<file path="config.mk">
export PLATFORM = sky130hd
export DESIGN_NAME = alu_issue_ctrl
export DESIGN_NICKNAME = d
export VERILOG_FILES = /design/src/rtl/alu_ctrl_pkg.sv /design/src/rtl/alu_op_decode.sv /design/src/rtl/alu_issue_ctrl.sv
export SDC_FILE = /design/constraint.sdc
export NUM_CORES = 1
export LEC_CHECK = 0
export ABC_AREA = 1
export ABC_CLOCK_PERIOD_IN_PS = 2300
export BUFFER_PORTS_ARGS = -buffer_cell sky130_fd_sc_hd__buf_2
export CAP_MARGIN = 20
export CORE_MARGIN = 5
export CORE_UTILIZATION = 30
export CTS_CLUSTER_DIAMETER = 30
export DETAILED_ROUTE_END_ITERATION = 8
export PLACE_DENSITY = 0.61
export SLEW_MARGIN = 20
export SYNTH_ARGS = -nofsm -noshare
export SYNTH_HDL_FRONTEND = slang
export SYNTH_HIERARCHICAL = 1
export SYNTH_SLANG_ARGS = --single-unit
</file>
<file path="constraint.sdc">
create_clock -name clk -period 2.3 [get_ports clk]
set_clock_uncertainty 0.05 [all_clocks]
set_input_delay 0.115 -clock clk [delete_from_list [all_inputs] [get_ports clk]]
set_output_delay 0.115 -clock clk [all_outputs]
set_load 0.01 [all_outputs]
</file>
<file path="src/rtl/alu_ctrl_pkg.sv">
// Shared decode constants, FSM state and decoded-instruction struct for the ALU issue controller.
// Pure declarations, no logic.
package alu_ctrl_pkg;

  localparam logic [4:0] ALU_SEL_ROLV = 5'b00000;
  localparam logic [4:0] ALU_SEL_RORV = 5'b00001;
  localparam logic [4:0] ALU_SEL_NOT  = 5'b00010;
  localparam logic [4:0] ALU_SEL_NORI = 5'b00111;
  localparam logic [4:0] ALU_SEL_BLEU = 5'b01000;
  localparam logic [4:0] ALU_SEL_ADD  = 5'b10000;
  localparam logic [4:0] ALU_SEL_NOR  = 5'b10011;

  localparam logic [5:0] OP_RTYPE = 6'h00;
  localparam logic [5:0] OP_NORI  = 6'h0E;
  localparam logic [5:0] OP_BLEU  = 6'h1C;

  localparam logic [5:0] FUNCT_ROLV = 6'h04;
  localparam logic [5:0] FUNCT_RORV = 6'h06;
  localparam logic [5:0] FUNCT_ADD  = 6'h20;
  localparam logic [5:0] FUNCT_NOR  = 6'h27;
  localparam logic [5:0] FUNCT_NOT  = 6'h28;

  typedef enum logic [1:0] {IDLE, READ, EXEC, WB} state_t;
  typedef enum logic       {A_RS, A_RT} a_src_t;
  typedef enum logic [1:0] {B_RT, B_RS, B_ZERO, B_IMM} b_src_t;
  typedef enum logic [1:0] {DEST_NONE, DEST_RD, DEST_RT} dest_kind_t;

  typedef struct packed {
    logic [4:0] sel;
    b_src_t     b_src;
    a_src_t     a_src;
    dest_kind_t dest_kind;
    logic       is_branch;
    logic       legal;
  } decode_t;

endpackage

</file>
<file path="src/rtl/alu_op_decode.sv">
// Combinational instruction decoder: instr -> ALU selector, operand sources, destination kind.
// All-zero instr decodes as a legal NOP; anything unlisted comes back with legal=0.
module alu_op_decode
  import alu_ctrl_pkg::*;
(
  input  logic [31:0] instr,
  output decode_t     dec
);

  logic [5:0] op;
  logic [5:0] funct;

  assign op    = instr[31:26];
  assign funct = instr[5:0];

  always_comb begin
    dec = '{sel: ALU_SEL_ROLV, b_src: B_ZERO, a_src: A_RS, dest_kind: DEST_NONE,
            is_branch: 1'b0, legal: 1'b0};
    if (instr == 32'h0) begin
      dec.legal = 1'b1;
    end else begin
      case (op)
        OP_RTYPE: begin
          case (funct)
            FUNCT_ADD: begin
              dec.sel = ALU_SEL_ADD; dec.b_src = B_RT; dec.dest_kind = DEST_RD; dec.legal = 1'b1;
            end
            FUNCT_NOR: begin
              dec.sel = ALU_SEL_NOR; dec.b_src = B_RT; dec.dest_kind = DEST_RD; dec.legal = 1'b1;
            end
            FUNCT_NOT: begin
              dec.sel = ALU_SEL_NOT; dec.b_src = B_ZERO; dec.dest_kind = DEST_RD; dec.legal = 1'b1;
            end
            // rotates take the value from rt and the amount from rs
            FUNCT_ROLV: begin
              dec.sel = ALU_SEL_ROLV; dec.a_src = A_RT; dec.b_src = B_RS;
              dec.dest_kind = DEST_RD; dec.legal = 1'b1;
            end
            FUNCT_RORV: begin
              dec.sel = ALU_SEL_RORV; dec.a_src = A_RT; dec.b_src = B_RS;
              dec.dest_kind = DEST_RD; dec.legal = 1'b1;
            end
            default: ;
          endcase
        end
        OP_NORI: begin
          dec.sel = ALU_SEL_NORI; dec.b_src = B_IMM; dec.dest_kind = DEST_RT; dec.legal = 1'b1;
        end
        OP_BLEU: begin
          dec.sel = ALU_SEL_BLEU; dec.b_src = B_RT; dec.is_branch = 1'b1; dec.legal = 1'b1;
        end
        default: ;
      endcase
    end
  end

endmodule

</file>
<file path="src/rtl/alu_issue_ctrl.sv">
// Multi-cycle ALU issue controller: accept in IDLE, read RF, drive ALU, strobe writeback/branch 3 cycles later.
// instr_ready only in IDLE (next accept at cycle 4); ALU_ILLEGAL_TRAP_EN makes bad opcodes pulse illegal_op and lock.
module alu_issue_ctrl
  import alu_ctrl_pkg::*;
#(
  parameter int XLEN  = 32,
  parameter int RADDR = 5
) (
  input  logic             clk,
  input  logic             reset,
  input  logic             instr_valid,
  output logic             instr_ready,
  input  logic [31:0]      instr,
  input  logic [XLEN-1:0]  pc,
  output logic [RADDR-1:0] rf_raddr1,
  output logic [RADDR-1:0] rf_raddr2,
  input  logic [XLEN-1:0]  rf_rdata1,
  input  logic [XLEN-1:0]  rf_rdata2,
  output logic [4:0]       alu_sel,
  output logic [XLEN-1:0]  alu_a,
  output logic [XLEN-1:0]  alu_b,
  input  logic [XLEN-1:0]  alu_o,
  output logic             rf_we,
  output logic [RADDR-1:0] rf_waddr,
  output logic [XLEN-1:0]  rf_wdata,
  output logic             br_valid,
  output logic             br_taken,
  output logic [XLEN-1:0]  br_target,
  output logic             illegal_op
);

  state_t            state, state_nxt;
  logic [31:0]       instr_q;
  logic [XLEN-1:0]   pc_q;
  decode_t           dec;
  logic              locked;
  logic              accept;
  logic [XLEN-1:0]   a_mux, b_mux;
  logic [RADDR-1:0]  waddr_mux;
  logic              do_write;
  logic [XLEN-1:0]   br_off;

  alu_op_decode u_decode (
    .instr (instr_q),
    .dec   (dec)
  );

  assign rf_raddr1 = instr_q[25:21];
  assign rf_raddr2 = instr_q[20:16];

  // ready drops combinationally with reset so the reset cycle never handshakes
  assign instr_ready = (state == IDLE) && !locked && !reset;
  assign accept      = instr_valid && instr_ready;

  always_ff @(posedge clk) begin
    if (reset) state <= IDLE;
    else       state <= state_nxt;
  end

  always_comb begin
    state_nxt = state;
    case (state)
      IDLE:    if (accept) state_nxt = READ;
      READ:    state_nxt = EXEC;
      EXEC:    state_nxt = WB;
      WB:      state_nxt = IDLE;
      default: state_nxt = IDLE;
    endcase
  end

  always_comb begin
    a_mux = (dec.a_src == A_RT) ? rf_rdata2 : rf_rdata1;
    case (dec.b_src)
      B_RT:    b_mux = rf_rdata2;
      B_RS:    b_mux = rf_rdata1;
      B_IMM:   b_mux = {{(XLEN-16){1'b0}}, instr_q[15:0]};
      default: b_mux = '0;
    endcase
  end

  assign waddr_mux = (dest_is_rt(dec)) ? instr_q[20:16] : instr_q[15:11];
  assign do_write  = dec.legal && (dec.dest_kind != DEST_NONE) && (waddr_mux != '0);
  assign br_off    = {{(XLEN-18){instr_q[15]}}, instr_q[15:0], 2'b00};

  function automatic logic dest_is_rt(input decode_t d);
    return d.dest_kind == DEST_RT;
  endfunction

  always_ff @(posedge clk) begin
    if (reset) begin
      instr_q   <= '0;
      pc_q      <= '0;
      alu_sel   <= '0;
      alu_a     <= '0;
      alu_b     <= '0;
      rf_we     <= 1'b0;
      rf_waddr  <= '0;
      rf_wdata  <= '0;
      br_valid  <= 1'b0;
      br_taken  <= 1'b0;
      br_target <= '0;
    end else begin
      rf_we    <= 1'b0;
      br_valid <= 1'b0;
      if (accept) begin
        instr_q <= instr;
        pc_q    <= pc;
      end
      if (state == READ) begin
        alu_sel <= dec.sel;
        alu_a   <= a_mux;
        alu_b   <= b_mux;
      end
      // strobes are registered here so they appear during WB
      if (state == EXEC) begin
        rf_wdata <= alu_o;
        if (do_write) begin
          rf_we    <= 1'b1;
          rf_waddr <= waddr_mux;
        end
        if (dec.legal && dec.is_branch) begin
          br_valid  <= 1'b1;
          br_taken  <= alu_o[0];
          br_target <= pc_q + XLEN'(4) + br_off;
        end
      end
    end
  end

`ifdef ALU_ILLEGAL_TRAP_EN
  always_ff @(posedge clk) begin
    if (reset) begin
      illegal_op <= 1'b0;
      locked     <= 1'b0;
    end else begin
      illegal_op <= (state == EXEC) && !dec.legal;
      if ((state == EXEC) && !dec.legal) locked <= 1'b1;
    end
  end
`else
  assign illegal_op = 1'b0;
  assign locked     = 1'b0;
`endif

endmodule

</file>
==> impl_summary.txt, run 1 <==
----------------------------------------------------
[Setup path]
  Worst-case register-to-register setup slack ... 0.12 ns
  Worst R2R Start ... instr_q[2]$_SDFFE_PP0P_
  Required time of the worst setup path ... 2.68 ns
  Critical Path, Cell by Cell ... buf_4 > inv_2 > nor2_4 > nand3b_1 > buf_4 > nor2_2 > inv_1 > buf_12 > nand2_1 > nand3_1 > o211ai_1 > inv_1
  Crit path max-delay family ... buffers and inverters
  Number of cells traversed by the worst register-to-register path ... 12
  Max incr delay on CP ... 0.36 ns
  Largest driver fanout on the critical path ... 29
  Critical Path Sink Type ... register
  Data arrival at the endpoint of the critical path ... 2.56 ns
  CP Launch Type ... register
  Worst path bufs/invs ... 6
  Worst Path Class, Setup ... register to register
  Endpoint of the lowest-slack register-to-register path ... alu_a[22]$_SDFFE_PP0N_
  CP max-delay cell ... sky130_fd_sc_hd__dfxtp_2

[Min path]
  Hold Path Stages ... 5
  Worst hold endpoint ... state[1]$_SDFFE_PP0P_
  Launch point of the worst hold path ... instr_valid
  HP Class ... input pin to register

[Synthesis]
  Post-synthesis sequential element count ... 207
  Top cell type's share of synthesized area ... 0.368
  Flip-flop cell with the highest count after synthesis ... sky130_fd_sc_hd__dfxtp_1
  Gate count of the mapped netlist ... 1650
  Share of synthesized area occupied by flip-flops and latches ... 0.368
  Dominant cells by area after synthesis ... sky130_fd_sc_hd__dfxtp_1 (37%), sky130_fd_sc_hd__nand2_1 (16%), sky130_fd_sc_hd__inv_1 (7.4%)
  Syn nets ... 1875
  Number of distinct standard cells referenced by the synthesized netlist ... 42
  Per-instance average area after synthesis ... 6.82 sq um
  Cell Area, Synth ... 11300 sq um
  Most area-hungry cell type in the Yosys netlist ... sky130_fd_sc_hd__dfxtp_1
  Number of warning messages in the yosys log ... 6
  Post-synth EDFFs ... 0
  Post-synth ARST share ... 0

[Global routing]
  Initial antenna violation count ... 1
  Overall overflow remaining after global route ... 0
  Wire length of the first global-routing pass ... 66900 microns
  Maximum number of pins on one net before global-route repair ... 108
  Global-route total usage across every layer ... 0.199
  Number of global-route vias before repair ... 13241

[Die]
  Floorplan die area ... 41500 sq um
  Core area ... 37300 sq um
  Effective utilization at floorplan ... 0.302
  Y dimension of the die ... 204 microns
  DIE WIDTH ... 204 microns
  Placement row count ... 71
  Top-Level Pins ... 316

[Placement]
  Placed instance count ... 2420
  Worst-case setup slack after placement ... -0.0143 ns
  Routability-driven placement congestion ratio ... 0.942
  Port buffer count ... 314
  Detailed placer's ending HPWL ... 30000 microns
  Post-Place Cell Area ... 13700 sq um

[Route]
  DRC violations left ... 0
  Number of detailed-route iterations in the first pass ... 5
  Routed length per placed instance ... 15.9 microns
  Wire length after detailed routing ... 42900 microns
  Vias/cell ... 4.71
  Post-detailed-route count of antenna-violating nets ... 0
  Vias ... 12756
  Number of DRC markers after the initial detailed-route iteration ... 566

[Clock network]
  Clock Latency Late Sink ... 0.56 ns
  CTS tree ... done
  CTS Sinks ... 207
  Num CTS Buffers ... 67
  Worst-case clock buffer depth ... 3
  Clk Tree Root Cell ... sky130_fd_sc_hd__clkbuf_16
  Reg clk slew, reported paths ... 0.05 ns
  Number of H-tree levels ... 3

[Timing]
  Fmax ... 458 MHz
  Hold Vio Cnt, Final ... 0
  Ratio of final minimum period to clock period ... 0.949
  Unrepaired setup endpoints after global routing ... true
  Tmin final ... 2.18 ns
  Post-route setup TNS ... 0 ns
  Post-route worst hold slack ... 0.0693 ns
  Final count of pins violating max slew ... 0
  Post-route setup slack ... 0.118 ns
  Final count of negative-setup-slack endpoints ... 0

[Pwr]
  Leakage ... 9.35 nW
  Power after layout ... 19.5 mW
  Worst voltage drop across the vdd grid ... 0.658 mV
  Power per cell area ... 1080 nW/um^2

[Layout]
  Layout Cells excl Fill ... 2707
  Non-Filler Cell Area, Final ... 18000 sq um
  Layout cells sized above 1 ... 0.290
  Area growth from synthesis to layout ... 59.9%
  Number of nets in the finished design ... 2410
  Core utilization of the finished layout ... 0.482

[Job]
  Number of max-capacitance violations reported ... 0

[Status]
  Status ... finished, final reports clean

----------------------------------------------------
-- cell families after synthesis --
group / Yosys count / synth area share
flip-flops: 207 / 0.368
buffers and inverters: 318 / 0.114
adder cells (fa/ha/maj): 62 / 0.0696
other: 1 / 0.000333
AO/OA/AOI/OAI: 277 / 0.148
AND/OR/NAND/NOR: 777 / 0.294
XOR/XNOR: 8 / 0.00623
-- worst min-delay path, cell delays in order --
cell	delay, ns
sky130_fd_sc_hd__buf_2	0.08
sky130_fd_sc_hd__nand2_2	0.08
sky130_fd_sc_hd__inv_4	0.12
sky130_fd_sc_hd__nor2_1	0.09
sky130_fd_sc_hd__a21oi_1	0.14
-- area by class of cell --
class                   count  area [sq um]
repair buffers            552          3900
diodes                      1          2.50
fillers                  3563         19300
inverters                 232           882
well taps                 474           593
multi-input cells        1125          6240
clock buffers              88          1910
clock inverters            28           315
flip-flops and latches    207          4160
-- worst max path at each step --
| stage | slack (ns) | start | to | cells past startpoint |
|---|---|---|---|---|
| floorplan | 0.1 | instr_q[15]$_SDFFE_PP0P_ | br_target[31]$_SDFFE_PP0P_ | 12 |
| global placement | 0.009 | instr_q[1]$_SDFFE_PP0P_ | br_target[25]$_SDFFE_PP0P_ | 13 |
| detailed placement | -0.01 | instr_q[3]$_SDFFE_PP0P_ | br_target[19]$_SDFFE_PP0P_ | 10 |
| CTS | 0.008 | instr_q[2]$_SDFFE_PP0P_ | alu_b[25]$_SDFFE_PP0N_ | 13 |
| global route | -0.02 | instr_q[2]$_SDFFE_PP0P_ | alu_a[5]$_SDFFE_PP0N_ | 12 |
| finish | 0.12 | instr_q[2]$_SDFFE_PP0P_ | alu_a[22]$_SDFFE_PP0N_ | 12 |
-- placed cells by master (no fill, tap or decap), types with 6 or more instances in the layout --
cell                            instances
sky130_fd_sc_hd__nand4_1                6
sky130_fd_sc_hd__o21bai_1              13
sky130_fd_sc_hd__buf_4                 64
sky130_fd_sc_hd__buf_2                314
sky130_fd_sc_hd__dfxtp_2                7
sky130_fd_sc_hd__nor2_1               138
sky130_fd_sc_hd__o21ai_1                6
sky130_fd_sc_hd__nor2_2                21
sky130_fd_sc_hd__clkbuf_16             70
sky130_fd_sc_hd__dfxtp_1              199
sky130_fd_sc_hd__clkinv_2              14
sky130_fd_sc_hd__nand3_1               91
sky130_fd_sc_hd__nand2_1              458
sky130_fd_sc_hd__o21a_1                11
sky130_fd_sc_hd__o21ai_0              101
sky130_fd_sc_hd__ha_1                  34
sky130_fd_sc_hd__a21oi_1               69
sky130_fd_sc_hd__inv_1                220
sky130_fd_sc_hd__inv_2                  7
sky130_fd_sc_hd__ha_4                  20
sky130_fd_sc_hd__nand3_2               16
sky130_fd_sc_hd__nand2_2               27
sky130_fd_sc_hd__clkbuf_8              11
sky130_fd_sc_hd__dlygate4sd3_1        163
sky130_fd_sc_hd__o221ai_1              10
sky130_fd_sc_hd__nor2_4                 9
sky130_fd_sc_hd__o211ai_1              40
sky130_fd_sc_hd__clkbuf_1               8
sky130_fd_sc_hd__ha_2                   7
sky130_fd_sc_hd__buf_12                 9
sky130_fd_sc_hd__a31o_2                15
-- what timing repair did --
action,4_1_cts,5_1_grt
pin swaps,0,6
hold buffers,163,0
gates resized for setup,6,75
gates cloned,0,1
endpoints found under the setup margin,10,66
endpoints found under the hold margin,166,0
buffers inserted,0,6
-- routing by layer --
metal / track usage / up-vias / part of all wire / wire length, microns
met4: 0.0841 / 0 / 0.033 / 1420
met5: 0 / - / 0 / 0
met3: 0.0580 / 96 / 0.075 / 3210
li1: - / 6344 / - / -
met1: 0.225 / 5886 / 0.40 / 17100
met2: 0.351 / 430 / 0.49 / 21200
-- flip-flops by register name, summed over array words and instances (netlist names) --
register	flops
br_target	32
br_taken	1
alu_b	32
instr_q	32
alu_sel	5
alu_a	32
br_valid	1
rf_we	1
state	2
pc_q	32
rf_wdata	32
rf_waddr	5
-- cells in the mapped netlist, types with 11 or more instances --
cell type                  instances
sky130_fd_sc_hd__nor2_1          149
sky130_fd_sc_hd__a21oi_1          72
sky130_fd_sc_hd__o21bai_1         13
sky130_fd_sc_hd__inv_1           221
sky130_fd_sc_hd__o211ai_1         40
sky130_fd_sc_hd__nand3_2          14
sky130_fd_sc_hd__dfxtp_1         207
sky130_fd_sc_hd__ha_1             61
sky130_fd_sc_hd__nand3_1          94
sky130_fd_sc_hd__a31o_2           15
sky130_fd_sc_hd__nor2_2           13
sky130_fd_sc_hd__o21a_1           11
sky130_fd_sc_hd__nand2_1         472
sky130_fd_sc_hd__o21ai_0         103
sky130_fd_sc_hd__buf_4            12
sky130_fd_sc_hd__buf_2            32
sky130_fd_sc_hd__nand2_2          14
sky130_fd_sc_hd__clkbuf_1         41
-- power breakdown --
group / internal, mW / switching (mW)
Combinational: 2.33 / 3.37
Clock: 6.32 / 2.58
Sequential: 4.38 / 0.485
Total: 13.0 / 6.43
Note: power is estimated with default switching activity, not from simulation.
==> run 2, diff against run 1 <==
Settings changed: CAP_MARGIN 20 to 15, SETUP_SLACK_MARGIN set to 0.4.
==> impl_summary.txt, run 2 (same netlist as run 1, synthesis figures left out) <==
----------------------------------------------------
[Setup path]
  Critical Path Sink Type ... register
  Startpoint of the most critical setup path ... instr_q[1]$_SDFFE_PP0P_
  Crit-path most repeated cell ... sky130_fd_sc_hd__nand2_4
  Worst-case register-to-register setup slack ... 0.08 ns (-0.04 ns)
  Critical path endpoint ... rf_waddr[0]$_SDFFE_PP0P_
  Worst R2R Start ... instr_q[1]$_SDFFE_PP0P_
  CP max-delay cell ... sky130_fd_sc_hd__dfxtp_4
  Worst Path Class, Setup ... register to register
  Number of cells traversed by the worst register-to-register path ... 15 (+3)
  Endpoint of the lowest-slack register-to-register path ... rf_waddr[0]$_SDFFE_PP0P_
  Largest driver fanout on the critical path ... 5 (-83%)
  Max incr delay on CP ... 0.37 ns (about the same)
  CP Launch Type ... register
  Critical Path, Cell by Cell ... buf_12 > nor2_4 > nand4_1 > nand2_1 > o21ai_2 > inv_2 > clkinv_4 > nand2_8 > nand2_4 > o21ai_4 > nor2_2 > nand4_2 > nand2_4 > or2_4 > a21oi_2
  Data arrival at the endpoint of the critical path ... 2.71 ns (+0.15 ns)
  Required time of the worst setup path ... 2.79 ns (+0.11 ns)

[Die]
  Placement row count ... 71 (unchanged)
  Y dimension of the die ... 204 microns (unchanged)
  Top-Level Pins ... 316 (unchanged)
  Core area ... 37300 sq um (unchanged)
  DIE WIDTH ... 204 microns (unchanged)
  Effective utilization at floorplan ... 0.302 (unchanged)
  Floorplan die area ... 41500 sq um (unchanged)

[Pwr]
  Power after layout ... 20.5 mW (+5.1%)
  Worst voltage drop across the vdd grid ... 0.827 mV (+26%)
  Power per cell area ... 1040 nW/um^2 (-3.9%)
  Leakage ... 9.72 nW (+4.0%)

[Global routing]
  Overall overflow remaining after global route ... 0 (unchanged)
  Number of global-route vias before repair ... 13365 (+0.94%)
  Global-route total usage across every layer ... 0.214 (+0.0147)
  Initial antenna violation count ... 3 (+2)
  Met3 track demand over resource ... 0.0585 (+0.000477)
  Fraction of met1 tracks used by global routing ... 0.240 (+0.0154)
  Wire length of the first global-routing pass ... 71600 microns (+7.2%)
  Maximum number of pins on one net before global-route repair ... 108 (unchanged)
  Met2 capacity usage during global routing ... 0.386 (+0.0348)
  Busiest layer in global routing ... met2

[Timing]
  Ratio of final minimum period to clock period ... 0.965 (+0.0167)
  Fmax ... 450 MHz (-1.7%)
  Hold Vio Cnt, Final ... 0 (unchanged)
  Max transition margin ... 0.465
  Slew at the pin with the worst max-slew slack ... 0.801 ns
  Unrepaired setup endpoints after global routing ... true
  Final count of pins violating max slew ... 0 (unchanged)
  Tmin final ... 2.22 ns (+0.0384 ns)
  Final count of negative-setup-slack endpoints ... 0 (unchanged)

[Layout]
  Most frequent cells in the layout ... sky130_fd_sc_hd__nand2_1 (374), sky130_fd_sc_hd__buf_2 (314), sky130_fd_sc_hd__inv_1 (195)
  Area growth from synthesis to layout ... 74.9%
  Non-Filler Cell Area, Final ... 19700 sq um (+9.4%)
  Layout Cells excl Fill ... 2717 (+0.37%)
  Layout cells sized above 1 ... 0.391 (+0.101)
  Filler cell count in the final layout ... 3278 (-8.0%)
  Number of nets in the finished design ... 2418 (+0.33%)
  Most common cell after layout, fill and taps aside ... sky130_fd_sc_hd__nand2_1

[Clock network]
  Reg clk slew, reported paths ... 0.05 ns (about the same)
  Clk Tree Root Cell ... sky130_fd_sc_hd__clkbuf_16
  CTS Sinks ... 207 (unchanged)
  Number of H-tree levels ... 2 (-1)
  Clock Latency Late Sink ... 0.63 ns (+0.07 ns)
  CTS tree ... done
  Worst-case clock buffer depth ... 3 (unchanged)
  Num CTS Buffers ... 58 (-13%)

[Route]
  Post-detailed-route count of antenna-violating nets ... 0 (unchanged)
  Wire length after detailed routing ... 48000 microns (+12%)
  Number of DRC markers after the initial detailed-route iteration ... 688 (+22%)
  Number of detailed-route iterations in the first pass ... 5 (unchanged)
  Vias ... 13115 (+2.8%)
  Routed length per placed instance ... 17.7 microns (+11%)
  DRC violations left ... 0 (unchanged)
  Vias/cell ... 4.83 (+2.4%)

[Placement]
  Port buffer count ... 314 (unchanged)
  Routability-driven placement congestion ratio ... 0.891 (-5.4%)
  Placed instance count ... 2385 (-1.4%)
  Detailed placer's ending HPWL ... 30200 microns (+0.80%)
  Post-Place Cell Area ... 13600 sq um (-0.69%)

[Status]
  Status ... finished, final reports clean

[Min path]
  HP Class ... input pin to register

[Job]
  Number of max-capacitance violations reported ... 0 (unchanged)

----------------------------------------------------
==> run 2: changes by cell type in the layout (fill, tap and decap cells not counted), moves of 18 or more <==
cell	delta
sky130_fd_sc_hd__nand2_1	-84
sky130_fd_sc_hd__nand2_2	+59
sky130_fd_sc_hd__ha_4	+33
sky130_fd_sc_hd__ha_1	-27
sky130_fd_sc_hd__inv_1	-25
sky130_fd_sc_hd__nand2_4	+24
sky130_fd_sc_hd__o21ai_0	-23
sky130_fd_sc_hd__inv_2	+20
sky130_fd_sc_hd__buf_4	-19
sky130_fd_sc_hd__a21oi_1	-18
==> run 2: final cells by class <==
type	instances	area (sq um)	share of cell area
repair inverters	2	16.3	0.000826
clock buffers	74	1620	0.0824
clock inverters	34	512	0.0260
diodes	2	5.00	0.000254
inverters	232	915	0.0465
multi-input cells	1126	7470	0.380
well taps	474	593	0.0301
repair buffers	566	4360	0.221
flip-flops and latches	207	4190	0.213
==> run 2: timing repair <==
| action | CTS | global route |
|---|---|---|
| pin swaps | 24 | 94 |
| endpoints found under the hold margin | 165 | 0 |
| setup buffers | 19 | 27 |
| gates resized for setup | 110 | 299 |
| endpoints found under the setup margin | 84 | 161 |
| hold buffers | 162 | 0 |
| cloned | 8 | 6 |
==> run 2: critical path: cells and delay by family, from the launching register on <==
kind | cells | cell delay, ns
and+or+nand+nor | 9 | 1.08
buffers and inverters | 3 | 0.31
DFF | 1 | 0.37
AOI/OAI and AO/OA | 3 | 0.29
==> run 2: routing by layer <==
layer  wire (microns)  part of all wire
met5                7           0.00015
met4             1720             0.036
met3             3740             0.078
met2            24400              0.51
met1            18100              0.38
==> run 2: worst min path at each step <==
stage                                endpoint      start  cells after the start  slack [ns]
floorplan                pc_q[3]$_SDFFE_PP0P_      pc[3]                      2        0.18
detailed placement   instr_q[24]$_SDFFE_PP0P_  instr[24]                      3        0.27
CTS                 rf_wdata[24]$_SDFFE_PP0P_  alu_o[24]                      4        0.16
global route        rf_wdata[22]$_SDFFE_PP0P_  alu_o[22]                      4        0.19
finish              rf_wdata[22]$_SDFFE_PP0P_  alu_o[22]                      4        0.19
global placement     instr_q[24]$_SDFFE_PP0P_  instr[24]                      3        0.26
==> run 2: through the flow <==
stage | setup TNS (ns) | hold WS, ns | util | worst slack (ns)
6_report | 0 | 0.194 | 0.528 | 0.0796
5_1_grt | 0 | 0.189 | 0.528 | 0.0184
4_1_cts | 0 | 0.163 | 0.487 | 0.175
3_5_place_dp | -0.0403 | 0.268 | 0.363 | -0.0403
3_3_place_gp | -0.0275 | 0.260 | 0.363 | -0.0275
2_1_floorplan | 0 | 0.175 | - | 0.327
==> run 2: power breakdown <==
part           switching, mW  internal, mW
clock                   2.67          6.01
combinational           3.88          2.95
sequential             0.563          4.39
